**src/rtl/sync_fifo_param.sv**
```systemverilog
// rtl/sync_fifo_param.sv - single-clock parametrised FIFO with status, error flags and optional FWFT
// Pointers wrap modulo DEPTH, so any depth >= 2 is supported.
module sync_fifo_param #(
  parameter int DATA_WIDTH = 8,
  parameter int DEPTH      = 45,
  parameter int AF_THRESH  = 40,
  parameter int AE_THRESH  = 4,
  parameter int FWFT       = 0,
  localparam int PTR_W     = $clog2(DEPTH),
  localparam int CNT_W     = $clog2(DEPTH + 1)
) (
  input  logic                  clk,
  input  logic                  srst,
  input  logic                  w_en,
  input  logic [DATA_WIDTH-1:0] data_in,
  input  logic                  r_en,
  output logic [DATA_WIDTH-1:0] data_out,
  output logic                  full,
  output logic                  empty,
  output logic                  almost_full,
  output logic                  almost_empty,
  output logic [CNT_W-1:0]      count,
  output logic                  overflow,
  output logic                  underflow,
  input  logic                  err_clr
);

  if (DEPTH < 2 || AF_THRESH < 1 || AF_THRESH > DEPTH ||
      AE_THRESH < 0 || AE_THRESH > DEPTH - 1) begin : g_param_check
    $error("sync_fifo_param: illegal DEPTH/AF_THRESH/AE_THRESH combination");
  end

  logic [DATA_WIDTH-1:0] mem [DEPTH];
  logic [PTR_W-1:0]      wr_ptr;
  logic [PTR_W-1:0]      rd_ptr;
  logic [CNT_W-1:0]      count_next;
  logic                  wr_acc;
  logic                  rd_acc;

  function automatic logic [PTR_W-1:0] ptr_inc(input logic [PTR_W-1:0] p);
    return (p == PTR_W'(DEPTH - 1)) ? '0 : p + PTR_W'(1);
  endfunction

  always_comb begin
    wr_acc     = w_en && !full;
    rd_acc     = r_en && !empty;
    count_next = count;
    if (wr_acc && !rd_acc) begin
      count_next = count + CNT_W'(1);
    end else if (rd_acc && !wr_acc) begin
      count_next = count - CNT_W'(1);
    end
  end

  // Flags are registered from count_next so they line up with count.
  always_ff @(posedge clk) begin
    if (srst) begin
      wr_ptr       <= '0;
      rd_ptr       <= '0;
      count        <= '0;
      full         <= 1'b0;
      empty        <= 1'b1;
      almost_full  <= 1'b0;
      almost_empty <= 1'b1;
      overflow     <= 1'b0;
      underflow    <= 1'b0;
    end else begin
      if (wr_acc) wr_ptr <= ptr_inc(wr_ptr);
      if (rd_acc) rd_ptr <= ptr_inc(rd_ptr);
      count        <= count_next;
      full         <= (count_next == CNT_W'(DEPTH));
      empty        <= (count_next == '0);
      almost_full  <= (count_next >= CNT_W'(AF_THRESH));
      almost_empty <= (count_next <= CNT_W'(AE_THRESH));
      overflow     <= (w_en && full)  || (overflow  && !err_clr);
      underflow    <= (r_en && empty) || (underflow && !err_clr);
    end
  end

  always_ff @(posedge clk) begin
    if (wr_acc && !srst) mem[wr_ptr] <= data_in;
  end

  if (FWFT != 0) begin : g_fwft
    assign data_out = mem[rd_ptr];
  end else begin : g_std
    always_ff @(posedge clk) begin
      if (srst) begin
        data_out <= '0;
      end else if (rd_acc) begin
        data_out <= mem[rd_ptr];
      end
    end
  end

endmodule

```
**config.mk**
```make
export PLATFORM = sky130hd
export DESIGN_NAME = sync_fifo_param
export DESIGN_NICKNAME = d
export VERILOG_FILES = /design/src/rtl/sync_fifo_param.sv
export SDC_FILE = /design/constraint.sdc
export NUM_CORES = 1
export LEC_CHECK = 0
export ABC_AREA = 0
export CAP_MARGIN = 20
export CORE_ASPECT_RATIO = 1.2
export CORE_MARGIN = 1
export CORE_UTILIZATION = 55
export DETAILED_ROUTE_END_ITERATION = 12
export HOLD_SLACK_MARGIN = 0.12
export PLACE_DENSITY = 0.73
export SLEW_MARGIN = 0
export SYNTH_ARGS = -nofsm -noshare
export SYNTH_HDL_FRONTEND = slang
export SYNTH_SLANG_ARGS = --single-unit
```
**constraint.sdc**
```tcl
create_clock -name clk -period 3.6 [get_ports clk]
set_clock_uncertainty 0.1 [all_clocks]
set_input_delay 0.72 -clock clk [delete_from_list [all_inputs] [get_ports clk]]
set_output_delay 0.72 -clock clk [all_outputs]
set_load 0.005 [all_outputs]
```
==> out/results.ini, run 1 <==
[yosys]
synth_area_mm2 = 0.0157
synthFlopType = edfxtp_1
synth_seq_cells = 392
async_reset_ff_frac = 0
synth_fa_ha_area_frac = 0.00479
synth_xor_xnor_area_share = 0.00615
synth-simple-area-share = 0.0572
synth_nets = 879
yosys_warnings = 0
synth.distinct_cells = 63
synthCells = 860
synth_edf_count = 360
seq_area_frac_synth = 0.731
muxShareOfSynthArea = 0.134
synth.area.top_cells = edfxtp_1, mux4_2, dfxtp_1, mux2i_1, nor2_1
yosysTopAreaCellShare = 0.690
synth_compound_area_frac = 0.0404
syn_area_per_cell_um2 = 18.2
yosys.area.top_type = edfxtp_1
synth_top_family_by_area = multiplexers

[place]
pre_cts_ws_ns = 0.580
hpwl_um = 21800
place_congestion = 0.895
port_buffers = 32

[critical_path]
worstPathMaxFanout = 40
cp_cell_sequence = buf_4, mux4_2, mux2i_1, a31oi_1, a32o_1
r2r_setup_slack_ns = 0.99
setup.worst_path.class = flip-flop to flip-flop
cp.required_ns = 3.92
critPathTopFamily = multiplexers
slowest_delay_ns = 0.76
cp_num_buf_inv = 1
cp_slowest_cell = dfxtp_4
rr_startpoint = rd_ptr[1]
worstSetupEndpointType = flip-flop
r2r-end = data_out[2]
crit_arrival_ns = 2.93
reg2regPathDepth = 5
start_kind = flip-flop

[floorplan]
die_h_um = 187
fp-row-count = 67
initial_core_util = 0.560
top_level_ports = 33
die_area_mm2 = 0.0292
core_mm2 = 0.0280
fp.dieW_um = 156

[sta]
final-hold-violation-count = 0
setup_ws_ns = 0.991
fmax_ghz = 0.383
worst_pin_slew_ns = 0.726
tns_ns = 0
finalMaxSlewViolations = 0
max_slew_margin = 0.516
period_needed_ns = 2.61
fin_crit_sh = 0.725
rsz0062_at_grt = no
setup_viol = 0

[final_layout]
finalNetCount = 967
antennaDiodeCount = 0
utilization = 0.634
drive_gt1_frac = 0.208
n_fill_cell = 1990
multi_input_area_mm2 = 0.00380
area_growth_pct = 13.4
layout_commonest_cell = edfxtp_1
sequential_cell_area_mm2 = 0.0115
final_cell_mix = edfxtp_1, nor2_1, mux4_2

[routing]
drt_drc_violations_left = 0
ant_nets = 0
wire_per_inst_um = 26.1
vias_per_cell = 6.17
routed_wl_um = 35300
first_iter_violations = 974
via_count = 8354
drt_pass1_iterations = 6

[global_route]
track_usage = 0.252
grt_max_degree = 49
grt_overflow = 0
antenna_found_initial = 0
grt_pass1_wl_um = 52900
grt_pass1_vias = 8358

[clock_tree]
cts_resized = 0
h-tree-depth = 2
cts_num_sinks = 392
cts_setup_buffers = 0
clk_path_buf_depth = 3
tritoncts = built
clkLatencyLatePin_ns = 0.53
clk_pin_slew_ns = 0.07
clock-root-buffer = clkbuf_16
hold_buffers = 0
numCtsBuffers = 36

[min_path]
holdCritStartpoint = underflow
min_to = underflow
holdPathStages = 2
min_path_type = flip-flop to flip-flop

[flow_run]
maxCapViolCount = 0

[pwr]
power.density_mw_per_mm2 = 532
ir_worst_vdd_v = 0.000301
power_leakage_nw = 5.62

[run_status]
outcome = finished clean

## power breakdown
group	switching (mW)	internal (mW)	leakage [nW]
registers	0.0769	5.01	3.50
clock network	1.62	2.05	0.550
logic	0.374	0.322	1.57
## cell families after synthesis
family | Yosys count
XOR/XNOR | 11
adder cells (fa/ha/maj) | 6
AO/OA/AOI/OAI | 86
buffers and inverters | 62
multiplexers | 111
flip-flops | 392
AND/OR/NAND/NOR | 192
## synthesized netlist by cell type (all sizes together), types with 3 or more instances
library cell,count
a31oi,5
nand4,9
o2111a,3
nor2b,6
nor2,73
xor2,7
buf,37
xnor2,4
nand3,18
ha,6
edfxtp,360
or3,4
dfxtp,32
a221oi,3
mux2i,31
mux4,76
and2,3
clkbuf,13
nand2,43
mux2,4
inv,12
nor4,4
nand2b,6
and3,4
a41o,3
a21oi,16
a211oi,4
nand3b,4
o22ai,8
a22oi,12
nor3,12
o21ai,10
## layer usage
metal / GRT usage / wire length, um / up-vias / share of wire
met4: 0.0999 / 1350 / 0 / 0.038
li1: - / - / 3627 / -
met1: 0.347 / 13700 / 4239 / 0.39
met2: 0.407 / 17700 / 403 / 0.50
met5: 0 / 0 / - / 0
met3: 0.0371 / 2590 / 85 / 0.073
## state kept, by name (all words and copies together), names as in the netlist
signal	flops
data_out	8
overflow	1
rd_ptr	6
almost_empty	1
count	6
mem	360
full	1
almost_full	1
wr_ptr	6
underflow	1
empty	1
## metrics by stage
step	instance area [um^2]	cells	power, mW	hold slack (ns)
global placement	16600	1288	5.87	0.376
floorplan	15700	860	5.60	0.349
CTS	17800	1352	9.49	0.416
global route	17800	1353	9.72	0.435
finish	17800	1353	9.45	0.409
detailed placement	16600	1288	5.88	0.398
## final cells by class
type	count	share of cell area
multi-input cells	406	0.214
repair buffers	100	0.0484
flip-flops and latches	392	0.645
inverters	12	0.00254
well taps	379	0.0267
clock inverters	19	0.00937
clock buffers	45	0.0538
## how the worst max path moves through the flow
stage	startpoint	to	cells past startpoint
final	rd_ptr[1]	data_out[2]	5
after global routing	rd_ptr[2]	data_out[7]	6
after CTS	rd_ptr[1]	data_out[2]	5
after detailed placement	w_en	mem[44][3]	5
after global placement	w_en	mem[27][2]	7
after floorplan	w_en	mem[30][0]	5
## worst reg2reg max path, cell delays in order, from the launching register on
cell	delay, ns
dfxtp_4	0.76
buf_4	0.35
mux4_2	0.57
mux2i_1	0.24
a31oi_1	0.18
a32o_1	0.30
Note: power is estimated with default switching activity, not from simulation.
==> run 2: changes to the inputs <==
==> constraint.sdc (replaced) <==
create_clock -name clk -period 2.71 [get_ports clk]
set_clock_uncertainty 0.1 [all_clocks]
set_input_delay 0.542 -clock clk [delete_from_list [all_inputs] [get_ports clk]]
set_output_delay 0.542 -clock clk [all_outputs]
set_load 0.005 [all_outputs]
==> run 2 against run 1 <==
Effect of this change:
- global-route usage is 0.12 points lower
- core utilization is 0.33 points higher
- critical path type is now flip-flop to output port
- via count is 1.3% higher
- sequential cell count stayed put
- total power is 30% higher
- sequential share of layout area is 0.33 points lower
- die area stayed put
- critical endpoint is now count[1]
- sequential power is 32% higher
- setup slack worse by 0.58 ns
- critical path depth is 4 lower
- count of clock-buffer cells in the layout is 2 higher
==> out/results.ini, run 2 (synthesis gave the netlist of run 1 again) <==
[final_layout]
drive_gt1_frac = 0.211  ; +0.00248
layout_commonest_cell = edfxtp_1
utilization = 0.638  ; +0.00331
reg_top3 = mem (360), data_out (8)
antennaDiodeCount = 0  ; unchanged
largest_reg_flops = 360  ; unchanged
final_cell_mix = edfxtp_1, buf_4, nor2_1
area_growth_pct = 14.0
largest_register = mem
n_fill_cell = 1969  ; -1.1%
finalNetCount = 986  ; +2.0%

[clock_tree]
h-tree-depth = 2  ; unchanged
cts_num_sinks = 392  ; unchanged
clk_pin_slew_ns = 0.06  ; about the same
cts_setup_buffers = 0  ; unchanged
clock-root-buffer = clkbuf_16
cts_resized = 0  ; unchanged
hold_buffers = 0  ; unchanged
numCtsBuffers = 36  ; unchanged
clkLatencyLatePin_ns = 0.53  ; about the same
tritoncts = built
clk_path_buf_depth = 3  ; unchanged

[critical_path]
worstSetupEndpointType = output port
cp.required_ns = 2.07  ; -1.85 ns
reg2regPathDepth = 6  ; +1
setup.worst_path.class = flip-flop to output port
cp_slowest_cell = clkdlybuf4s50_1
cp_cell_sequence = clkdlybuf4s50_1
crit_arrival_ns = 1.66  ; -1.27 ns
slowest_delay_ns = 0.58  ; -0.18 ns
worstPathMaxFanout = 11  ; -73%
cp_num_buf_inv = 1  ; unchanged
rr_startpoint = rd_ptr[0]
r2r_setup_slack_ns = 0.44  ; -0.55 ns
critPathTopFamily = buffers and inverters
start_kind = flip-flop
r2r-end = data_out[3]

[place]
pre_cts_ws_ns = -0.0493  ; -0.629 ns
place_congestion = 0.927  ; +3.6%
hpwl_um = 22500  ; +3.2%
port_buffers = 32  ; unchanged

[sta]
max_slew_margin = 0.605  ; +0.0886
fin_crit_sh = 0.849
setup_viol = 0  ; unchanged
setup_ws_ns = 0.409  ; -0.582 ns
final-hold-violation-count = 0  ; unchanged
rsz0062_at_grt = no
worst_pin_slew_ns = 0.592  ; -0.134 ns
period_needed_ns = 2.30
fmax_ghz = 0.435
finalMaxSlewViolations = 0  ; unchanged
tns_ns = 0  ; unchanged

[floorplan]
fp-row-count = 67  ; unchanged
top_level_ports = 33  ; unchanged
core_mm2 = 0.0280  ; unchanged
initial_core_util = 0.560  ; unchanged
fp.dieW_um = 156  ; unchanged
die_area_mm2 = 0.0292  ; unchanged
die_h_um = 187  ; unchanged

[global_route]
antenna_found_initial = 0  ; unchanged
grt_pass1_wl_um = 52600  ; -0.56%
grt_overflow = 0  ; unchanged
grt_max_degree = 46  ; -6.1%
track_usage = 0.251  ; -0.00121
grt_pass1_vias = 8528  ; +2.0%

[min_path]
min_to = data_out[6]
min_path_type = flip-flop to flip-flop
holdCritStartpoint = data_out[6]
holdPathStages = 2  ; unchanged

[pwr]
ir_worst_vdd_v = 0.000390  ; +29%
power.density_mw_per_mm2 = 689  ; +30%
power_leakage_nw = 5.68  ; +0.95%

[routing]
wire_per_inst_um = 25.7  ; -1.4%
routed_wl_um = 35300  ; -0.19%
drt_pass1_iterations = 7  ; +1
first_iter_violations = 905  ; -7.1%
vias_per_cell = 6.18  ; about the same
ant_nets = 0  ; unchanged
drt_drc_violations_left = 0  ; unchanged
via_count = 8463  ; +1.3%

[flow_run]
maxCapViolCount = 0  ; unchanged

[run_status]
outcome = finished clean

[run 2: cell count changes in the layout (fill, tap and decap cells not counted), sizes merged]
cell      previous run  this run
bufinv               2         0
clkbuf              45        47
inv                 15        14
clkinvlp             2         1
buf                 68        87
[run 2: how the worst max path moves through the flow]
stage              from          to  cells past startpoint
4_1_cts        count[1]    count[1]                      1
3_3_place_gp       w_en  mem[14][2]                      6
2_1_floorplan      w_en  mem[30][0]                      5
5_1_grt            w_en  mem[22][3]                      6
6_report       count[1]    count[1]                      1
3_5_place_dp       w_en  mem[22][7]                      6
[run 2: area by class of cell]
type                       instances  area, um^2  area share
multi-input combinational        406        3800       0.213
sequential                       392       11500       0.642
timing repair buffer             119        1040      0.0580
clock inverter                    15        75.1     0.00420
clock buffer                      47         963      0.0540
inverter                          12        45.0     0.00252
tap                              379         474      0.0266
[run 2: stage by stage]
stage,power (mW),area (um^2),cells,hold WS [ns]
2_1_floorplan,7.44,15700,860,0.349
3_3_place_gp,7.83,16800,1308,0.375
3_5_place_dp,7.85,16800,1308,0.382
4_1_cts,12.4,17900,1370,0.391
5_1_grt,12.6,17900,1370,0.428
6_report,12.3,17900,1370,0.388
[run 2: metal layers]
metal / up-vias / track usage / wire length, um
met5: - / 0 / 0
li1: 3665 / - / -
met2: 366 / 0.399 / 17100
met1: 4328 / 0.336 / 13900
met4: 0 / 0.127 / 1860
met3: 104 / 0.0412 / 2420
[run 2: power breakdown]
part	internal [mW]	leakage, nW	switching [mW]
Clock	2.51	0.498	2.08
Sequential	6.65	3.50	0.0717
Combinational	0.458	1.68	0.535
Total	9.62	5.68	2.69
==> run 3: changes to the inputs <==
--- a/config.mk
+++ b/config.mk
@@ -12,7 +12,7 @@
 export CORE_UTILIZATION = 55
 export DETAILED_ROUTE_END_ITERATION = 12
 export HOLD_SLACK_MARGIN = 0.12
-export PLACE_DENSITY = 0.73
+export PLACE_DENSITY = 0.76
 export SLEW_MARGIN = 0
 export SYNTH_ARGS = -nofsm -noshare
 export SYNTH_HDL_FRONTEND = slang
==> constraint.sdc (replaced) <==
create_clock -name clk -period 2 [get_ports clk]
set_clock_uncertainty 0.1 [all_clocks]
set_input_delay 0.4 -clock clk [delete_from_list [all_inputs] [get_ports clk]]
set_output_delay 0.4 -clock clk [all_outputs]
set_load 0.005 [all_outputs]
==> run 3 against run 2 <==
Effect of this change:
- wire length increased by 5.5%
- total power up 44%
- first-iteration DRC count is 3.6% higher
- global-route usage grew 1.3 points
- largest power group unchanged
- worst hold slack improved by 0.021 ns
- die area unchanged
- the run now ends with setup timing left
- core utilization grew 3.9 points
- non-clock buffer count is 73 higher
- clock power is 49% higher
- count of clock-buffer cells in the layout fell by 3
- highest routed layer unchanged
- sequential power rose by 35%
==> out/results.ini, run 3 (synthesis gave the netlist of run 1 again) <==
[floorplan]
top_level_ports = 33  ; unchanged
fp.dieW_um = 156  ; unchanged
die_h_um = 187  ; unchanged
core_mm2 = 0.0280  ; unchanged
die_area_mm2 = 0.0292  ; unchanged
fp-row-count = 67  ; unchanged
initial_core_util = 0.560  ; unchanged

[critical_path]
reg2regPathDepth = 6  ; unchanged
r2r_setup_slack_ns = -0.14  ; -0.58 ns
crit_start = count[0]
start_kind = flip-flop
worstPathMaxFanout = 6  ; -5
setup.worst_path.class = flip-flop to flip-flop
crit_end = full
r2r-end = full
rr_startpoint = count[0]
crit_arrival_ns = 2.45  ; +0.79 ns
worstSetupEndpointType = flip-flop
cp.required_ns = 2.31  ; +0.24 ns

[final_layout]
finalNetCount = 1061  ; +7.6%
drive_gt1_frac = 0.322  ; +0.111
antennaDiodeCount = 0  ; unchanged
largest_reg_flops = 360  ; unchanged
layout_commonest_cell = edfxtp_1
largest_register = mem
area_growth_pct = 21.0
fin_area_mm2 = 0.0190  ; +6.1%
final_cell_mix = edfxtp_1, buf_4, nor2_1, mux4_2, nand2_1
reg_top3 = mem (360), data_out (8)

[sta]
fmax_ghz = 0.467
max_slew_margin = 0.631  ; +0.0266
tns_ns = -0.495  ; -0.495 ns
worst_pin_slew_ns = 0.553  ; -0.0387 ns
fin_crit_sh = 1.07
setup_ws_ns = -0.140  ; -0.549 ns
final-hold-violation-count = 0  ; unchanged
period_needed_ns = 2.14
rsz0062_at_grt = yes
setup_viol = 8  ; +8
finalMaxSlewViolations = 0  ; unchanged

[pwr]
power_leakage_nw = 6.22  ; +9.6%
ir_worst_vdd_v = 0.000545  ; +40%
power.density_mw_per_mm2 = 935  ; +36%

[global_route]
grt_pass1_wl_um = 56000  ; +6.4%
grt_pass1_vias = 9027  ; +5.9%
grt_overflow = 0  ; unchanged
track_usage = 0.264  ; +0.0132
antenna_found_initial = 0  ; unchanged
grt_max_degree = 46  ; unchanged

[clock_tree]
numCtsBuffers = 38  ; +5.6%
clkLatencyLatePin_ns = 0.54  ; about the same
clk_pin_slew_ns = 0.06  ; about the same
clk_path_buf_depth = 3  ; unchanged
tritoncts = built
h-tree-depth = 2  ; unchanged
cts_num_sinks = 392  ; unchanged
clock-root-buffer = clkbuf_16

[routing]
drt_drc_violations_left = 0  ; unchanged
vias_per_cell = 6.20  ; +0.38%
ant_nets = 0  ; unchanged
via_count = 8991  ; +6.2%
drt_pass1_iterations = 5  ; -2
routed_wl_um = 37200  ; +5.5%
wire_per_inst_um = 25.7  ; -0.33%
first_iter_violations = 938  ; +3.6%

[run_status]
outcome = finished with violations
violations = setup timing

[flow_run]
maxCapViolCount = 0  ; unchanged

[place]
port_buffers = 32  ; unchanged
place_area_mm2 = 0.0173  ; +3.1%
place_congestion = 0.929  ; +0.16%
pre_cts_ws_ns = -0.530  ; -0.481 ns
hpwl_um = 23500  ; +4.3%

[min_path]
min_path_type = flip-flop to flip-flop

[run 3: how the worst min path moves through the flow]
stage	to	cells after the start	from	slack [ns]
2_1_floorplan	data_out[6]	2	data_out[6]	0.35
3_3_place_gp	underflow	2	underflow	0.38
3_5_place_dp	underflow	2	underflow	0.40
4_1_cts	underflow	2	underflow	0.41
5_1_grt	data_out[6]	2	data_out[6]	0.45
6_report	overflow	2	overflow	0.41
[run 3: what timing repair did]
| action | in CTS | in global routing |
|---|---|---|
| pin swaps | 8 | 9 |
| hold buffers | 0 | 0 |
| setup buffers | 3 | 6 |
| gates cloned | 2 | 1 |
| endpoints found under the setup margin | 42 | 158 |
| gates resized for setup | 48 | 26 |
[run 3: final cells by class]
cell class | instances | area [um^2]
fillers | 1800 | 9050
well taps | 379 | 474
inverters | 12 | 47.5
clock inverters | 25 | 213
clock buffers | 44 | 973
multi-input cells | 406 | 3990
repair buffers | 192 | 1780
flip-flops and latches | 392 | 11500
[run 3: where the power goes]
part           switching, mW  internal (mW)
registers             0.0880           9.03
clock network           2.96           3.90
logic                  0.863          0.883
[run 3: critical path, stage by stage (launching register included)]
cell,delay (ns)
dfxtp_2,0.38
inv_1,0.13
ha_1,0.43
nor3_2,0.33
a211o_1,0.15
o2111ai_1,0.15
nor4b_1,0.34
[run 3: through the flow]
stage / power, mW / std cells / hold WS, ns / utilization
after floorplan: 10.1 / 860 / 0.349 / -
after global placement: 10.8 / 1370 / 0.384 / 0.619
after detailed placement: 10.8 / 1370 / 0.395 / 0.619
after CTS: 17.7 / 1443 / 0.414 / 0.671
after global routing: 18.2 / 1450 / 0.449 / 0.677
final: 17.7 / 1450 / 0.409 / 0.677
[run 3: layer usage]
metal,wire [um],GRT usage
met5,0,0
met4,1500,0.107
met3,2830,0.0408
met2,18500,0.430
met1,14400,0.358
